===== src/rtl/prog_spi_master.sv =====
// Serial programming master: frames a byte stream onto PROG/BRSTn/HOLDn/MOSI,
// one bit per CLK, MSB first, and returns the byte captured on MISO per frame.
//
// state    | meaning
// IDLE     | no session, PROG low
// SETUP    | PROG high, waiting SETUP_CYC cycles before the first frame
// WAIT     | TX_READY high, waiting for a byte or for the session to end
// SYNC     | one-cycle BRSTn low pulse ahead of the frame
// SHIFT    | DATA_W bit cycles, stretched while HOLD_REQ is high
// GAP      | FRAME_GAP idle cycles after the frame
// TEARDOWN | last PROG-high cycle before returning to IDLE
module prog_spi_master #(
  parameter int DATA_W    = 8,
  parameter int SETUP_CYC = 4,
  parameter int FRAME_GAP = 1
) (
  input  logic              CLK,
  input  logic              RSTn,
  input  logic              SESSION_EN,
  input  logic [DATA_W-1:0] TX_DATA,
  input  logic              TX_VALID,
  output logic              TX_READY,
  output logic [DATA_W-1:0] RX_DATA,
  output logic              RX_VALID,
  input  logic              HOLD_REQ,
  output logic              BUSY,
  output logic              PROG,
  output logic              BRSTn,
  output logic              HOLDn,
  output logic              MOSI,
  input  logic              MISO
);

  localparam int BIT_W = $clog2(DATA_W + 1);

  localparam logic [7:0]       SETUP_LOAD = 8'(SETUP_CYC - 1);
  localparam logic [3:0]       GAP_LOAD   = 4'((FRAME_GAP > 0) ? FRAME_GAP - 1 : 0);
  localparam logic [BIT_W-1:0] BIT_LOAD   = BIT_W'(DATA_W - 1);

  typedef enum logic [2:0] {
    S_IDLE,
    S_SETUP,
    S_WAIT,
    S_SYNC,
    S_SHIFT,
    S_GAP,
    S_TEARDOWN
  } state_t;

  state_t            state_q;
  logic [7:0]        setup_cnt_q;
  logic [BIT_W-1:0]  bit_cnt_q;
  logic [3:0]        gap_cnt_q;
  logic [DATA_W-1:0] tx_sr_q;
  logic [DATA_W-1:0] rx_sr_q;
  logic [DATA_W-1:0] rx_data_q;
  logic              rx_valid_q;
  logic              tx_ready_q;
  logic              busy_q;
  logic              prog_q;
  logic              brst_n_q;
  logic              hold_n_q;
  logic              mosi_q;
  logic [DATA_W-1:0] rx_shift_d;

  // Receive register with the current MISO bit appended at the LSB end.
  always_comb begin
    rx_shift_d = DATA_W'({rx_sr_q, MISO});
  end

  always_ff @(posedge CLK or negedge RSTn) begin
    if (!RSTn) begin
      state_q     <= S_IDLE;
      setup_cnt_q <= '0;
      bit_cnt_q   <= '0;
      gap_cnt_q   <= '0;
      tx_sr_q     <= '0;
      rx_sr_q     <= '0;
      rx_data_q   <= '0;
      rx_valid_q  <= 1'b0;
      tx_ready_q  <= 1'b0;
      busy_q      <= 1'b0;
      prog_q      <= 1'b0;
      brst_n_q    <= 1'b1;
      hold_n_q    <= 1'b1;
      mosi_q      <= 1'b0;
    end else begin
      rx_valid_q <= 1'b0;
      brst_n_q   <= 1'b1;
      hold_n_q   <= 1'b1;
      case (state_q)
        S_IDLE: begin
          if (SESSION_EN) begin
            state_q     <= S_SETUP;
            setup_cnt_q <= SETUP_LOAD;
            prog_q      <= 1'b1;
            busy_q      <= 1'b1;
          end
        end

        S_SETUP: begin
          if (setup_cnt_q == '0) begin
            state_q    <= S_WAIT;
            tx_ready_q <= 1'b1;
          end else begin
            setup_cnt_q <= setup_cnt_q - 1'b1;
          end
        end

        // A pending byte wins over a session drop in the same cycle.
        S_WAIT: begin
          if (TX_VALID && tx_ready_q) begin
            state_q    <= S_SYNC;
            tx_ready_q <= 1'b0;
            tx_sr_q    <= TX_DATA;
            bit_cnt_q  <= BIT_LOAD;
            brst_n_q   <= 1'b0;
            mosi_q     <= 1'b0;
          end else if (!SESSION_EN) begin
            state_q    <= S_TEARDOWN;
            tx_ready_q <= 1'b0;
          end
        end

        S_SYNC: begin
          state_q <= S_SHIFT;
          mosi_q  <= tx_sr_q[DATA_W-1];
          tx_sr_q <= tx_sr_q << 1;
        end

        // Frozen cycles keep MOSI and the counter and skip the MISO sample.
        S_SHIFT: begin
          if (HOLD_REQ) begin
            hold_n_q <= 1'b0;
          end else begin
            rx_sr_q <= rx_shift_d;
            if (bit_cnt_q == '0) begin
              rx_data_q  <= rx_shift_d;
              rx_valid_q <= 1'b1;
              mosi_q     <= 1'b0;
              if (FRAME_GAP > 0) begin
                state_q   <= S_GAP;
                gap_cnt_q <= GAP_LOAD;
              end else begin
                state_q    <= S_WAIT;
                tx_ready_q <= 1'b1;
              end
            end else begin
              bit_cnt_q <= bit_cnt_q - 1'b1;
              mosi_q    <= tx_sr_q[DATA_W-1];
              tx_sr_q   <= tx_sr_q << 1;
            end
          end
        end

        S_GAP: begin
          if (gap_cnt_q == '0) begin
            state_q    <= S_WAIT;
            tx_ready_q <= 1'b1;
          end else begin
            gap_cnt_q <= gap_cnt_q - 1'b1;
          end
        end

        S_TEARDOWN: begin
          state_q <= S_IDLE;
          prog_q  <= 1'b0;
          busy_q  <= 1'b0;
        end

        default: begin
          state_q    <= S_IDLE;
          prog_q     <= 1'b0;
          busy_q     <= 1'b0;
          tx_ready_q <= 1'b0;
          mosi_q     <= 1'b0;
        end
      endcase
    end
  end

  assign TX_READY = tx_ready_q;
  assign RX_DATA  = rx_data_q;
  assign RX_VALID = rx_valid_q;
  assign BUSY     = busy_q;
  assign PROG     = prog_q;
  assign BRSTn    = brst_n_q;
  assign HOLDn    = hold_n_q;
  assign MOSI     = mosi_q;

endmodule


===== config.mk =====
export PLATFORM = sky130hd
export DESIGN_NAME = prog_spi_master
export DESIGN_NICKNAME = d
export VERILOG_FILES = /design/src/rtl/prog_spi_master.sv
export SDC_FILE = /design/constraint.sdc
export NUM_CORES = 1
export LEC_CHECK = 0
export CAP_MARGIN = 30
export CORE_MARGIN = 4
export CORE_UTILIZATION = 30
export CTS_BUF_LIST = sky130_fd_sc_hd__clkbuf_2
export DETAILED_ROUTE_END_ITERATION = 8
export GPL_ROUTABILITY_DRIVEN = 0
export GPL_TIMING_DRIVEN = 0
export PLACE_DENSITY = 0.56
export REMOVE_ABC_BUFFERS = 1
export SYNTH_ARGS = -nofsm -noshare
export SYNTH_HDL_FRONTEND = slang
export SYNTH_SLANG_ARGS = --single-unit

===== constraint.sdc =====
create_clock -name CLK -period 4.4 [get_ports CLK]
set_clock_uncertainty 0.2 [all_clocks]
set_input_delay 0.66 -clock CLK [delete_from_list [all_inputs] [get_ports CLK]]
set_output_delay 0.66 -clock CLK [all_outputs]
set_load 0.05 [all_outputs]

==> results summary <==
Summing over every cut layer, the via total after detailed routing is 1,627. The transition time at the pin with the least slew margin is 590.4 ps. CTS placed an instance of clkbuf_2 at the clock tree root. The count of antenna-violating nets left after detailed routing is 0. After synthesis, the largest family of logic cells by area is simple AND/OR/NAND/NOR gates.

The buffer levels on the longest clock path is 2. The cell with the most instances after synthesis is dfrtp_1. The fmax is between 0.3 and 0.4 GHz. The layout overhead on the synthesized area is 19.32%. The first TritonRoute pass finished after 4 iterations. For this run, the post-layout net count is around 270. In the finished design, the share of the clock period the worst path needs comes to 0.6012. The kind of cell adding the most delay to the critical path is buffers and inverters.

TritonCTS built the clock tree. For this block, the routed nets add up to 4391 um of wire. The initial antenna violation count is 0. The vertical extent of the die came out at 96.88 um. The final worst-path setup slack is 1755 ps. For this run, the leading register cell type out of synthesis is dfrtp_1.

The detailed router finished its first iteration with 36 violations. The setup path with the least slack is of type reg -> out. The flow ran to the end, and the final reports show no timing, DRC or antenna violations. The via count of the first global-routing pass is 1,604. The type of origin of the critical path is a flop.

The overall routing resource usage is 0.09885. The post-synthesis sequential area ratio is 0.5079. The mean post-synth cell area came out at 10.72 um^2. VDD sags by at most ~0.10 mV.

The gate count of the mapped netlist came out at ~220. The share of cells above drive strength 1 is 0.1720. Measured on the finished design, the core utilization comes to 0.3678. The required time of the critical path is 3540 ps. The routed length per placed instance came out at 12.47 um. The number of CTS-inserted buffers is 5. In this run the worst path has a maximum fanout of 1.

For this design the ratio of total power to cell area is 260.2 mW/mm^2. The via count normalized by instance count came out at roughly 4.6. 0 antenna diodes ended up in the layout. The core area is a little under 0.008 mm^2.

The remaining design rule violation count came out at 0. The first global-routing pass estimated a little under 8000 um of wire. The relative slew slack is 0.6048. Among all stages on the critical path, the largest delay is contributed by clkdlybuf4s50_1. dfrtp_1 takes more of the synthesized area than any other cell. The number of max-slew violations in the final report is 0.

The register bit count reported by yosys came out at 48. The post-synthesis share of cell area spent on xor and xnor gates came out at 0.01848. In this run the static leakage power is around 1.3 nW. The area fraction in compound gates after synthesis is 0.08078. The biggest cell delay along the critical path came out at roughly 790 ps.

The floorplan has 32 rows. The worst hold margin came out at approximately 300 ps. The area fraction in and, or, nand and nor cells after synthesis came out at 0.2059.

The count of cells resized by post-cts repair came out at 0. The worst setup path is captured at an output port. Ranked by total cell area, the synthesized netlist is headed by dfrtp_1 49%, mux2_2 8.6%, nand2_1 6.0%. After routing, the total negative slack on setup checks comes to 0 ps.

Measured against the total synthesized area, the mux share comes to 0.1220. The die span in x is 96.88 um. The synthesis warning total came out at 0. The detailed placer's ending HPWL is 3156 um. The number of buffers added on ports is 28. The class of the worst hold path is reg -> reg. Summed over all layers, the global routing overflow is 0. The fraction of synthesized cell area taken by the top area cell type came out at 0.4857. The worst setup slack before clock tree synthesis is 1222 ps. The endpoint arrival time on the critical path is 1790 ps. The number of hold violations in the final report came out at 0.

The count of unique library cells instantiated by Yosys came out at 47. The number of buffers and inverters on the critical path came out at 1. The tool flagged a number of max-cap violations equal to 0. 29 I/O pins were placed. The share of synthesized cell area in full adder, half adder and majority cells came out at 0.02640. The share of synthesized registers carrying an async set or reset came out at 1.000. The signal on the critical path passes through clkdlybuf4s50_1. The clock period could shrink to roughly 2600 ps. The count of clock tree sinks is 48. The full die area is 0.009385 mm^2. The number of enable-type register cells in the synthesized netlist came out at 0. The total setup violations reported at the end of the flow is 0. The combined area of all synthesized cells is 0.002370 mm^2. The register clock-pin slew on the reported worst setup and hold paths came out at about 270 ps. Setup repair after global routing left no endpoint under its margin. The filler cells instantiated in the layout total 798. The clock insertion delay at the later pin of the skew report is 430 ps. The initial utilization of the core area, before any placement, comes to 0.3083. The H-tree generated during clock tree synthesis spans 2 levels. The commonest cells after synthesis are 46 x dfrtp_1, 38 x nand2_1, 18 x mux2_2. The pin count of the biggest net entering global routing is 34.
-- routing by layer --
metal | part of all wire | GRT usage | vias to the layer above
li1 | - | - | 811
met1 | 0.49 | 0.1314 | 780
met2 | 0.45 | 0.1539 | 30
met3 | 0.048 | 0.03172 | 6
met4 | 0.010 | 0.02916 | 0
met5 | 0 | 0 | -
-- flip-flops by register name, indices dropped and copies added (netlist names) --
register	flops
RX_DATA	8
setup_cnt_q	8
tx_sr_q	8
rx_sr_q	7
bit_cnt_q	4
gap_cnt_q	4
state_q	3
BRSTn	1
HOLDn	1
MOSI	1
PROG	1
RX_VALID	1
TX_READY	1
-- cell type report --
class | instances | area (um^2) | area share
timing repair buffer | 30 | 305.3 | 0.1080
clock buffer | 5 | 25.02 | 0.008850
inverter | 12 | 45.04 | 0.01593
sequential | 48 | 1204 | 0.4257
tap | 102 | 127.6 | 0.04513
clock inverter | 3 | 46.29 | 0.01637
multi-input combinational | 152 | 1075 | 0.3801
-- logic make-up after synthesis --
group | count (synthesis)
multiplexers | 26
XOR/XNOR | 5
adder cells (fa/ha/maj) | 5
AND/OR/NAND/NOR | 90
AO/OA/AOI/OAI | 26
flip-flops | 48
buffers and inverters | 21
-- metrics by stage --
step	std cells	instance area, um^2	power [mW]
3_3_place_gp	342	2731	0.4882
6_report	352	2828	0.7358
3_5_place_dp	343	2746	0.4908
5_1_grt	352	2828	0.7708
2_1_floorplan	212	2323	0.4648
4_1_cts	352	2828	0.7491
-- final timing paths --
check	cells after the start	to	slack (ps)	from
min in group asynchronous	2	setup_cnt_q[1]	430	RSTn
hold / removal	2	RX_DATA[7]	300	rx_sr_q[6]
hold reg to reg	2	RX_DATA[7]	300	rx_sr_q[6]
setup / recovery	1	BRSTn	1750	BRSTn
setup reg to reg	5	RX_DATA[4]	1920	state_q[2]
max in group asynchronous	3	state_q[0]	3060	RSTn
-- layout by cell type, fill, tap and decap left out, drive strengths merged, types with 2 or more instances in the layout --
master | netlist | layout
nor2 | 13 | 13
nand3b | 2 | 2
mux2 | 23 | 23
nand2 | 38 | 38
o31ai | 2 | 2
o32ai | 2 | 2
dfrtp | 46 | 46
nor4b | 2 | 2
nor3 | 7 | 7
or3 | 4 | 4
inv | 12 | 13
xor2 | 3 | 3
mux2i | 3 | 3
and3 | 3 | 3
ha | 5 | 5
or2 | 2 | 2
nand4 | 2 | 2
xnor2 | 2 | 2
or3b | 2 | 2
nor2b | 3 | 3
o21ai | 9 | 9
buf | 7 | 2
o211ai | 2 | 2
nand3 | 3 | 3
a21oi | 6 | 6
clkdlybuf4s50 | 0 | 27
nor3b | 5 | 5
clkbuf | 2 | 5
dfstp | 2 | 2
-- repair_timing --
| action | in CTS | in global routing |
|---|---|---|
| setup endpoints to repair | 0 | 0 |
| buffers inserted | 0 | 0 |
| hold buffers | 1 | 0 |
| hold endpoints to repair | 13 | 0 |
-- worst min-delay path, stage by stage, from the launching register on --
cell and delay, ps:
dfrtp_1 410, nand2_1 50, nand2_1 40
-- power by group --
part,leakage (nW),switching [mW],internal [mW],total [mW]
clock network,0.0396,0.155,0.0979,0.253
logic,0.672,0.0158,0.0185,0.0342
registers,0.579,0.00223,0.447,0.449
(Power assumes the default switching activity.)
